### config.mk
export PLATFORM = sky130hd
export DESIGN_NAME = seg_scan_controller_flat
export DESIGN_NICKNAME = d
export VERILOG_FILES = /design/src/rtl/seg_scan_if.sv /design/src/rtl/seg_scan_controller.sv /design/src/flat_wrapper.sv
export SDC_FILE = /design/constraint.sdc
export NUM_CORES = 1
export LEC_CHECK = 0
export BUFFER_PORTS_ARGS = -buffer_cell sky130_fd_sc_hd__buf_2
export CORE_ASPECT_RATIO = 0.7
export CORE_MARGIN = 4
export CORE_UTILIZATION = 45
export CTS_CLUSTER_DIAMETER = 120
export DETAILED_ROUTE_END_ITERATION = 7
export GPL_ROUTABILITY_DRIVEN = 0
export SETUP_SLACK_MARGIN = 0.5
export SYNTH_ARGS = -nofsm -noshare
export SYNTH_HDL_FRONTEND = slang
export SYNTH_SLANG_ARGS = --single-unit
### constraint.sdc
create_clock -name clk -period 3.6 [get_ports clk]
set_clock_uncertainty 0.2 [all_clocks]
set_input_delay 0.72 -clock clk [delete_from_list [all_inputs] [get_ports clk]]
set_output_delay 0.72 -clock clk [all_outputs]
set_load 0.02 [all_outputs]
### src/rtl/seg_scan_if.sv
// Bundle between the score tracker side and the digit scan controller.
//   en, bcd_ones, bcd_tens, game_over, lz_blank : driven toward the controller
//   digit_out, dig_en, slot_tick, flash_phase   : driven by the controller
// master: score/display owner side, slave: seg_scan_controller.
interface seg_scan_if;
    logic       en;
    logic [3:0] bcd_ones;
    logic [3:0] bcd_tens;
    logic       game_over;
    logic       lz_blank;
    logic [3:0] digit_out;
    logic [1:0] dig_en;
    logic       slot_tick;
    logic       flash_phase;

    modport master (
        output en, bcd_ones, bcd_tens, game_over, lz_blank,
        input  digit_out, dig_en, slot_tick, flash_phase
    );

    modport slave (
        input  en, bcd_ones, bcd_tens, game_over, lz_blank,
        output digit_out, dig_en, slot_tick, flash_phase
    );
endinterface

### src/rtl/seg_scan_controller.sv
// Two-digit seven-segment scan controller. Time-multiplexes the ones and
// tens BCD digits onto one shared decoder with per-slot dead time,
// optional tens leading-zero suppression and a game-over flash.
// Ports:
//   clk  : system clock
//   rst  : asynchronous active-high reset
//   bus  : seg_scan_if.slave
//          in : en, bcd_ones, bcd_tens, game_over, lz_blank
//          out: digit_out, dig_en (bit0 ones, bit1 tens), slot_tick,
//               flash_phase (1 = blanked)
//
// state | meaning
// ------+---------------------------------------------------------
// IDLE  | scan disabled, display blank, counters cleared
// ONES  | ones digit slot, SCAN_DIV cycles, shadow captured on entry
// TENS  | tens digit slot, SCAN_DIV cycles, uses shadow from ONES
module seg_scan_controller #(
    parameter int SCAN_DIV    = 1000,
    parameter int DEAD_CYCLES = 2,
    parameter int FLASH_SLOTS = 256
) (
    input  logic     clk,
    input  logic     rst,
    seg_scan_if.slave bus
);
    localparam int DW = $clog2(SCAN_DIV);
    localparam int FW = (FLASH_SLOTS > 1) ? $clog2(FLASH_SLOTS) : 1;
    localparam logic [DW-1:0] DIV_LAST   = DW'(SCAN_DIV - 1);
    localparam logic [DW-1:0] DEAD_N     = DW'(DEAD_CYCLES);
    localparam logic [FW-1:0] FLASH_LAST = FW'(FLASH_SLOTS - 1);

    typedef enum logic [1:0] {IDLE, ONES, TENS} state_t;

    state_t        state, state_nx;
    logic [DW-1:0] div_cnt, div_nx;
    logic [FW-1:0] flash_cnt, flash_nx;
    logic          phase, phase_nx;
    logic [3:0]    sh_ones, sh_ones_nx;
    logic [3:0]    sh_tens, sh_tens_nx;
    logic          sh_lz, sh_lz_nx;
    logic [3:0]    digit_q, digit_nx;
    logic [1:0]    dig_en_q, dig_en_nx;
    logic          tick_q, tick_nx;
    logic          tick_now;
    logic          capture;
    logic          blank_nx;

    // Outputs are registered from the next-state values so each output
    // register holds exactly the function of the state registers it sits
    // beside, with no path from the inputs.
    always_comb begin
        state_nx   = state;
        div_nx     = div_cnt;
        flash_nx   = flash_cnt;
        phase_nx   = phase;
        sh_ones_nx = sh_ones;
        sh_tens_nx = sh_tens;
        sh_lz_nx   = sh_lz;
        capture    = 1'b0;
        tick_now   = (state != IDLE) && (div_cnt == DIV_LAST);

        if (!bus.en) begin
            state_nx = IDLE;
            div_nx   = '0;
            flash_nx = '0;
            phase_nx = 1'b0;
        end else begin
            case (state)
                IDLE: begin
                    state_nx = ONES;
                    div_nx   = '0;
                    capture  = 1'b1;
                end
                ONES: begin
                    if (tick_now) begin
                        state_nx = TENS;
                        div_nx   = '0;
                    end else begin
                        div_nx = div_cnt + 1'b1;
                    end
                end
                TENS: begin
                    if (tick_now) begin
                        state_nx = ONES;
                        div_nx   = '0;
                        capture  = 1'b1;
                    end else begin
                        div_nx = div_cnt + 1'b1;
                    end
                end
                default: begin
                    state_nx = IDLE;
                    div_nx   = '0;
                end
            endcase

            // Both digits and the suppression flag are latched together so
            // the ONES/TENS pair that follows always shows one score.
            if (capture) begin
                sh_ones_nx = bus.bcd_ones;
                sh_tens_nx = bus.bcd_tens;
                sh_lz_nx   = bus.lz_blank;
            end

            // Clearing takes priority over a toggle on the same tick.
            if (!bus.game_over) begin
                flash_nx = '0;
                phase_nx = 1'b0;
            end else if (tick_now) begin
                if (flash_cnt == FLASH_LAST) begin
                    flash_nx = '0;
                    phase_nx = ~phase;
                end else begin
                    flash_nx = flash_cnt + 1'b1;
                end
            end
        end

        case (state_nx)
            ONES:    digit_nx = sh_ones_nx;
            TENS:    digit_nx = sh_tens_nx;
            default: digit_nx = 4'd0;
        endcase

        blank_nx = (state_nx == IDLE) || (div_nx < DEAD_N) || phase_nx ||
                   ((state_nx == TENS) && sh_lz_nx && (sh_tens_nx == 4'd0));

        if (blank_nx)
            dig_en_nx = 2'b00;
        else if (state_nx == ONES)
            dig_en_nx = 2'b01;
        else
            dig_en_nx = 2'b10;

        tick_nx = (state_nx != IDLE) && (div_nx == DIV_LAST);
    end

    always_ff @(posedge clk or posedge rst) begin
        if (rst) begin
            state     <= IDLE;
            div_cnt   <= '0;
            flash_cnt <= '0;
            phase     <= 1'b0;
            sh_ones   <= 4'd0;
            sh_tens   <= 4'd0;
            sh_lz     <= 1'b0;
            digit_q   <= 4'd0;
            dig_en_q  <= 2'b00;
            tick_q    <= 1'b0;
        end else begin
            state     <= state_nx;
            div_cnt   <= div_nx;
            flash_cnt <= flash_nx;
            phase     <= phase_nx;
            sh_ones   <= sh_ones_nx;
            sh_tens   <= sh_tens_nx;
            sh_lz     <= sh_lz_nx;
            digit_q   <= digit_nx;
            dig_en_q  <= dig_en_nx;
            tick_q    <= tick_nx;
        end
    end

    assign bus.digit_out   = digit_q;
    assign bus.dig_en      = dig_en_q;
    assign bus.slot_tick   = tick_q;
    assign bus.flash_phase = phase;

endmodule

### src/flat_wrapper.sv
// flat-port wrapper written by rule: the top's interface ports become plain ports
module seg_scan_controller_flat 
#(
    parameter int SCAN_DIV    = 1000,
    parameter int DEAD_CYCLES = 2,
    parameter int FLASH_SLOTS = 256
)
  (clk, rst, bus_en, bus_bcd_ones, bus_bcd_tens, bus_game_over, bus_lz_blank, bus_digit_out, bus_dig_en, bus_slot_tick, bus_flash_phase);
  seg_scan_if bus_i ();
  input  logic clk;
  input  logic rst;
  input wire logic [$bits(bus_i.en)-1:0] bus_en;
  input wire logic [$bits(bus_i.bcd_ones)-1:0] bus_bcd_ones;
  input wire logic [$bits(bus_i.bcd_tens)-1:0] bus_bcd_tens;
  input wire logic [$bits(bus_i.game_over)-1:0] bus_game_over;
  input wire logic [$bits(bus_i.lz_blank)-1:0] bus_lz_blank;
  output wire logic [$bits(bus_i.digit_out)-1:0] bus_digit_out;
  output wire logic [$bits(bus_i.dig_en)-1:0] bus_dig_en;
  output wire logic [$bits(bus_i.slot_tick)-1:0] bus_slot_tick;
  output wire logic [$bits(bus_i.flash_phase)-1:0] bus_flash_phase;
  assign bus_i.en = bus_en;
  assign bus_i.bcd_ones = bus_bcd_ones;
  assign bus_i.bcd_tens = bus_bcd_tens;
  assign bus_i.game_over = bus_game_over;
  assign bus_i.lz_blank = bus_lz_blank;
  assign bus_digit_out = bus_i.digit_out;
  assign bus_dig_en = bus_i.dig_en;
  assign bus_slot_tick = bus_i.slot_tick;
  assign bus_flash_phase = bus_i.flash_phase;
  seg_scan_controller #(.SCAN_DIV(SCAN_DIV), .DEAD_CYCLES(DEAD_CYCLES), .FLASH_SLOTS(FLASH_SLOTS)) u_core (.clk(clk), .rst(rst), .bus(bus_i));
endmodule
==> flow_metrics.tcl <==
set metrics [dict create \
    initial_core_util 0.4826 \
    io_pins 21 \
    rsz0062_at_grt "false" \
    core_um2 4065 \
    yosysWarnings 0 \
    grt_pass1_wl_mm 6.969 \
    synth_area_um2 1962 \
    fp.dieH_um 63.25 \
    seq_area_frac_synth 0.4719 \
    powerDensity_nw_per_um2 366.2 \
    syn_nets 212 \
    worst_pin_slew_ns 0.6339 \
    synth_top_area_cell "dfrtp_1" \
    fmax_ghz 0.3571 \
    crit_type "reg -> reg" \
    crit_arrival_ns 2.79 \
    grt_max_degree 22 \
    synthAdderAreaFrac 0.05740 \
    grt_busiest_layer "met2" \
    synth-edff-count 0 \
    ant_nets 0 \
    drt_wl_total_mm 3.868 \
    final_util 0.5383 \
    leakage_nw 0.9657 \
    critPathCaptureType "flip-flop" \
    status "complete, no violations" \
    fin_tns_setup_ns 0 \
    hold_viol 0 \
    drv_slew 0 \
    viasPerCell 5.468 \
    fin_crit_sh 0.7778 \
    hp-class "reg -> reg" \
    max-slew-margin-rel 0.5770 \
    synth_compound_area_frac 0.09630 \
    postCtsHoldBufs 0 \
    routedWlPerCell_um 14.71 \
    synthMuxAreaShare 0.06505 \
    antenna_found_initial 0 \
    drc_errors 0 \
    grt_pass1_vias 1471 \
    first_iter_violations 58 \
    fp.dieW_um 86.92 \
    period_minus_slack_ns 2.800 \
    synthFlopType "dfrtp_1" \
    root_buffer "clkbuf_8" \
    met3_usage 0.04297 \
    cts_htree_levels 2 \
    setup_viol 0 \
    synth_top_area_share 0.4719 \
    layout_commonest_cell "dfrtp_1" \
    syn2layout_area_growth_pct 11.54 \
    antenna_cells 0 \
    synth_seq_cells 37 \
    yosys-top-cells-area "dfrtp_1 (47%), ha_1 (5.7%), nor2_1 (3.8%)" \
    required_ns 3.59 \
    drive_gt1_frac 0.2085 \
    grt.total_usage 0.1592 \
    dr_total_vias 1438 \
    cap_viol_max_count 0 \
    ir_worst_vdd_mv 0.2579 \
    cts_tree "done" \
    finalPower_w 0.0008014 \
    fin_nets 233 \
    synth_area_per_cell_um2 10.33 \
    clockBufferDepth 2 \
    numCtsBuffers 5 \
    layout_common_cells "dfrtp_1 (37), nor2_1 (20), buf_2 (20)" \
    yosysUniqueCellTypes 41 \
    cp-start-kind "flip-flop" \
    clkTransAtPathRegs_ns 0.07 \
    grt_overflow 0 \
    design.die.area_um2 5497 \
    synth-xor-area-share 0.05804 \
    port_buffers 20 \
    netlist_instances 190 \
    insertion_delay_ns 0.27 \
    dpl.hpwl_mm 2.873 \
    drtPass1Iterations 4 \
    numClockSinks 37 \
    path_max_fanout 6 \
    synthSimpleGateAreaFrac 0.2162 \
    async_reset_ff_frac 1.000 \
    met1_usage 0.2256 \
    use_met2 0.2424 \
    std_cell_rows 19 \
    synth_top_family_by_area "simple AND/OR/NAND/NOR gates" \
]
==> state kept, by name (all words and copies together) (netlist names), 2 cells and up <==
register              count
u_core.bus.digit_out      4
u_core.sh_ones            4
u_core.sh_tens            4
u_core.bus.dig_en         2
u_core.state              2
u_core.div_cnt           10
u_core.flash_cnt          8
==> per-stage QoR <==
stage | hold slack (ns) | setup slack [ns] | instance area (µm²) | instances
4_1_cts | 0.2987 | 0.7083 | 2186 | 263
3_3_place_gp | 0.2793 | 0.8870 | 2100 | 256
6_report | 0.2954 | 0.7998 | 2188 | 263
5_1_grt | 0.3397 | 0.5140 | 2188 | 263
2_1_floorplan | 0.2683 | 0.9617 | 1962 | 190
3_5_place_dp | 0.2791 | 0.7232 | 2100 | 256
==> worst paths after layout <==
kind	from	end	slack, ns	cells after the start
max in group asynchronous	rst	u_core.flash_cnt[1]$_DFFE_PP0P_	2.17	3
min in group asynchronous	rst	u_core.bus.digit_out[2]$_DFF_PP0_	0.32	2
worst max register to register	u_core.div_cnt[0]$_DFF_PP0_	u_core.bus.dig_en[0]$_DFF_PP0_	0.80	10
worst min register to register	u_core.sh_ones[1]$_DFF_PP0_	u_core.sh_ones[1]$_DFF_PP0_	0.30	1
worst min-delay path	u_core.sh_ones[1]$_DFF_PP0_	u_core.sh_ones[1]$_DFF_PP0_	0.30	1
worst max-delay path	u_core.div_cnt[0]$_DFF_PP0_	u_core.bus.dig_en[0]$_DFF_PP0_	0.80	10
==> worst max-delay path, cell delays in order, from the launching register on <==
cell and delay, ns:
dfrtp_1 0.43, ha_2 0.27, and4_4 0.26, nand3_4 0.10
nor2_1 0.16, o221ai_1 0.19, ha_1 0.25, a211oi_1 0.27
nand3_1 0.11, mux2_2 0.28, nor3b_1 0.18
==> cells in the mapped netlist, types with 5 or more instances <==
library cell  count
xor2_1            5
dfrtp_1          37
xnor2_1           8
nand3_1          12
a21oi_1           6
ha_1              9
nand2_1          14
inv_1             7
mux2_2            6
nor3_1            7
nor2_1           20
o21ai_0           7
==> power by group <==
group	switching [W]	internal [W]	total, W
registers	0.00000999	0.000435	0.000445
logic	0.0000406	0.0000345	0.0000751
clock network	0.000129	0.000152	0.000281
==> what timing repair did <==
item / in CTS / in global routing
buffers inserted: 0 / 0
resized for setup: 0 / 1
setup endpoints to repair: 0 / 2
==> layer usage <==
| metal | routed length (µm) | part of all wire | vias to the layer above |
|---|---|---|---|
| met4 | 18 | 0.0047 | 0 |
| met2 | 1816 | 0.47 | 19 |
| met3 | 126 | 0.033 | 2 |
| met1 | 1907 | 0.49 | 701 |
| met5 | 0 | 0 | - |
| li1 | - | - | 716 |
==> area by class of cell <==
cell class | count | area (µm²)
multi-input combinational | 138 | 969.7
sequential | 37 | 925.9
fill | 369 | 1877
clock buffer | 7 | 86.33
inverter | 7 | 26.28
tap | 52 | 65.06
timing repair buffer | 22 | 115.1
==> kinds of logic after synthesis <==
group                    Yosys count
multiplexers                      10
XOR/XNOR                          13
adder cells (fa/ha/maj)            9
buffers and inverters             15
AND/OR/NAND/NOR                   79
flip-flops                        37
AO/OA/AOI/OAI                     27
Note: power is estimated with default switching activity, not from simulation.
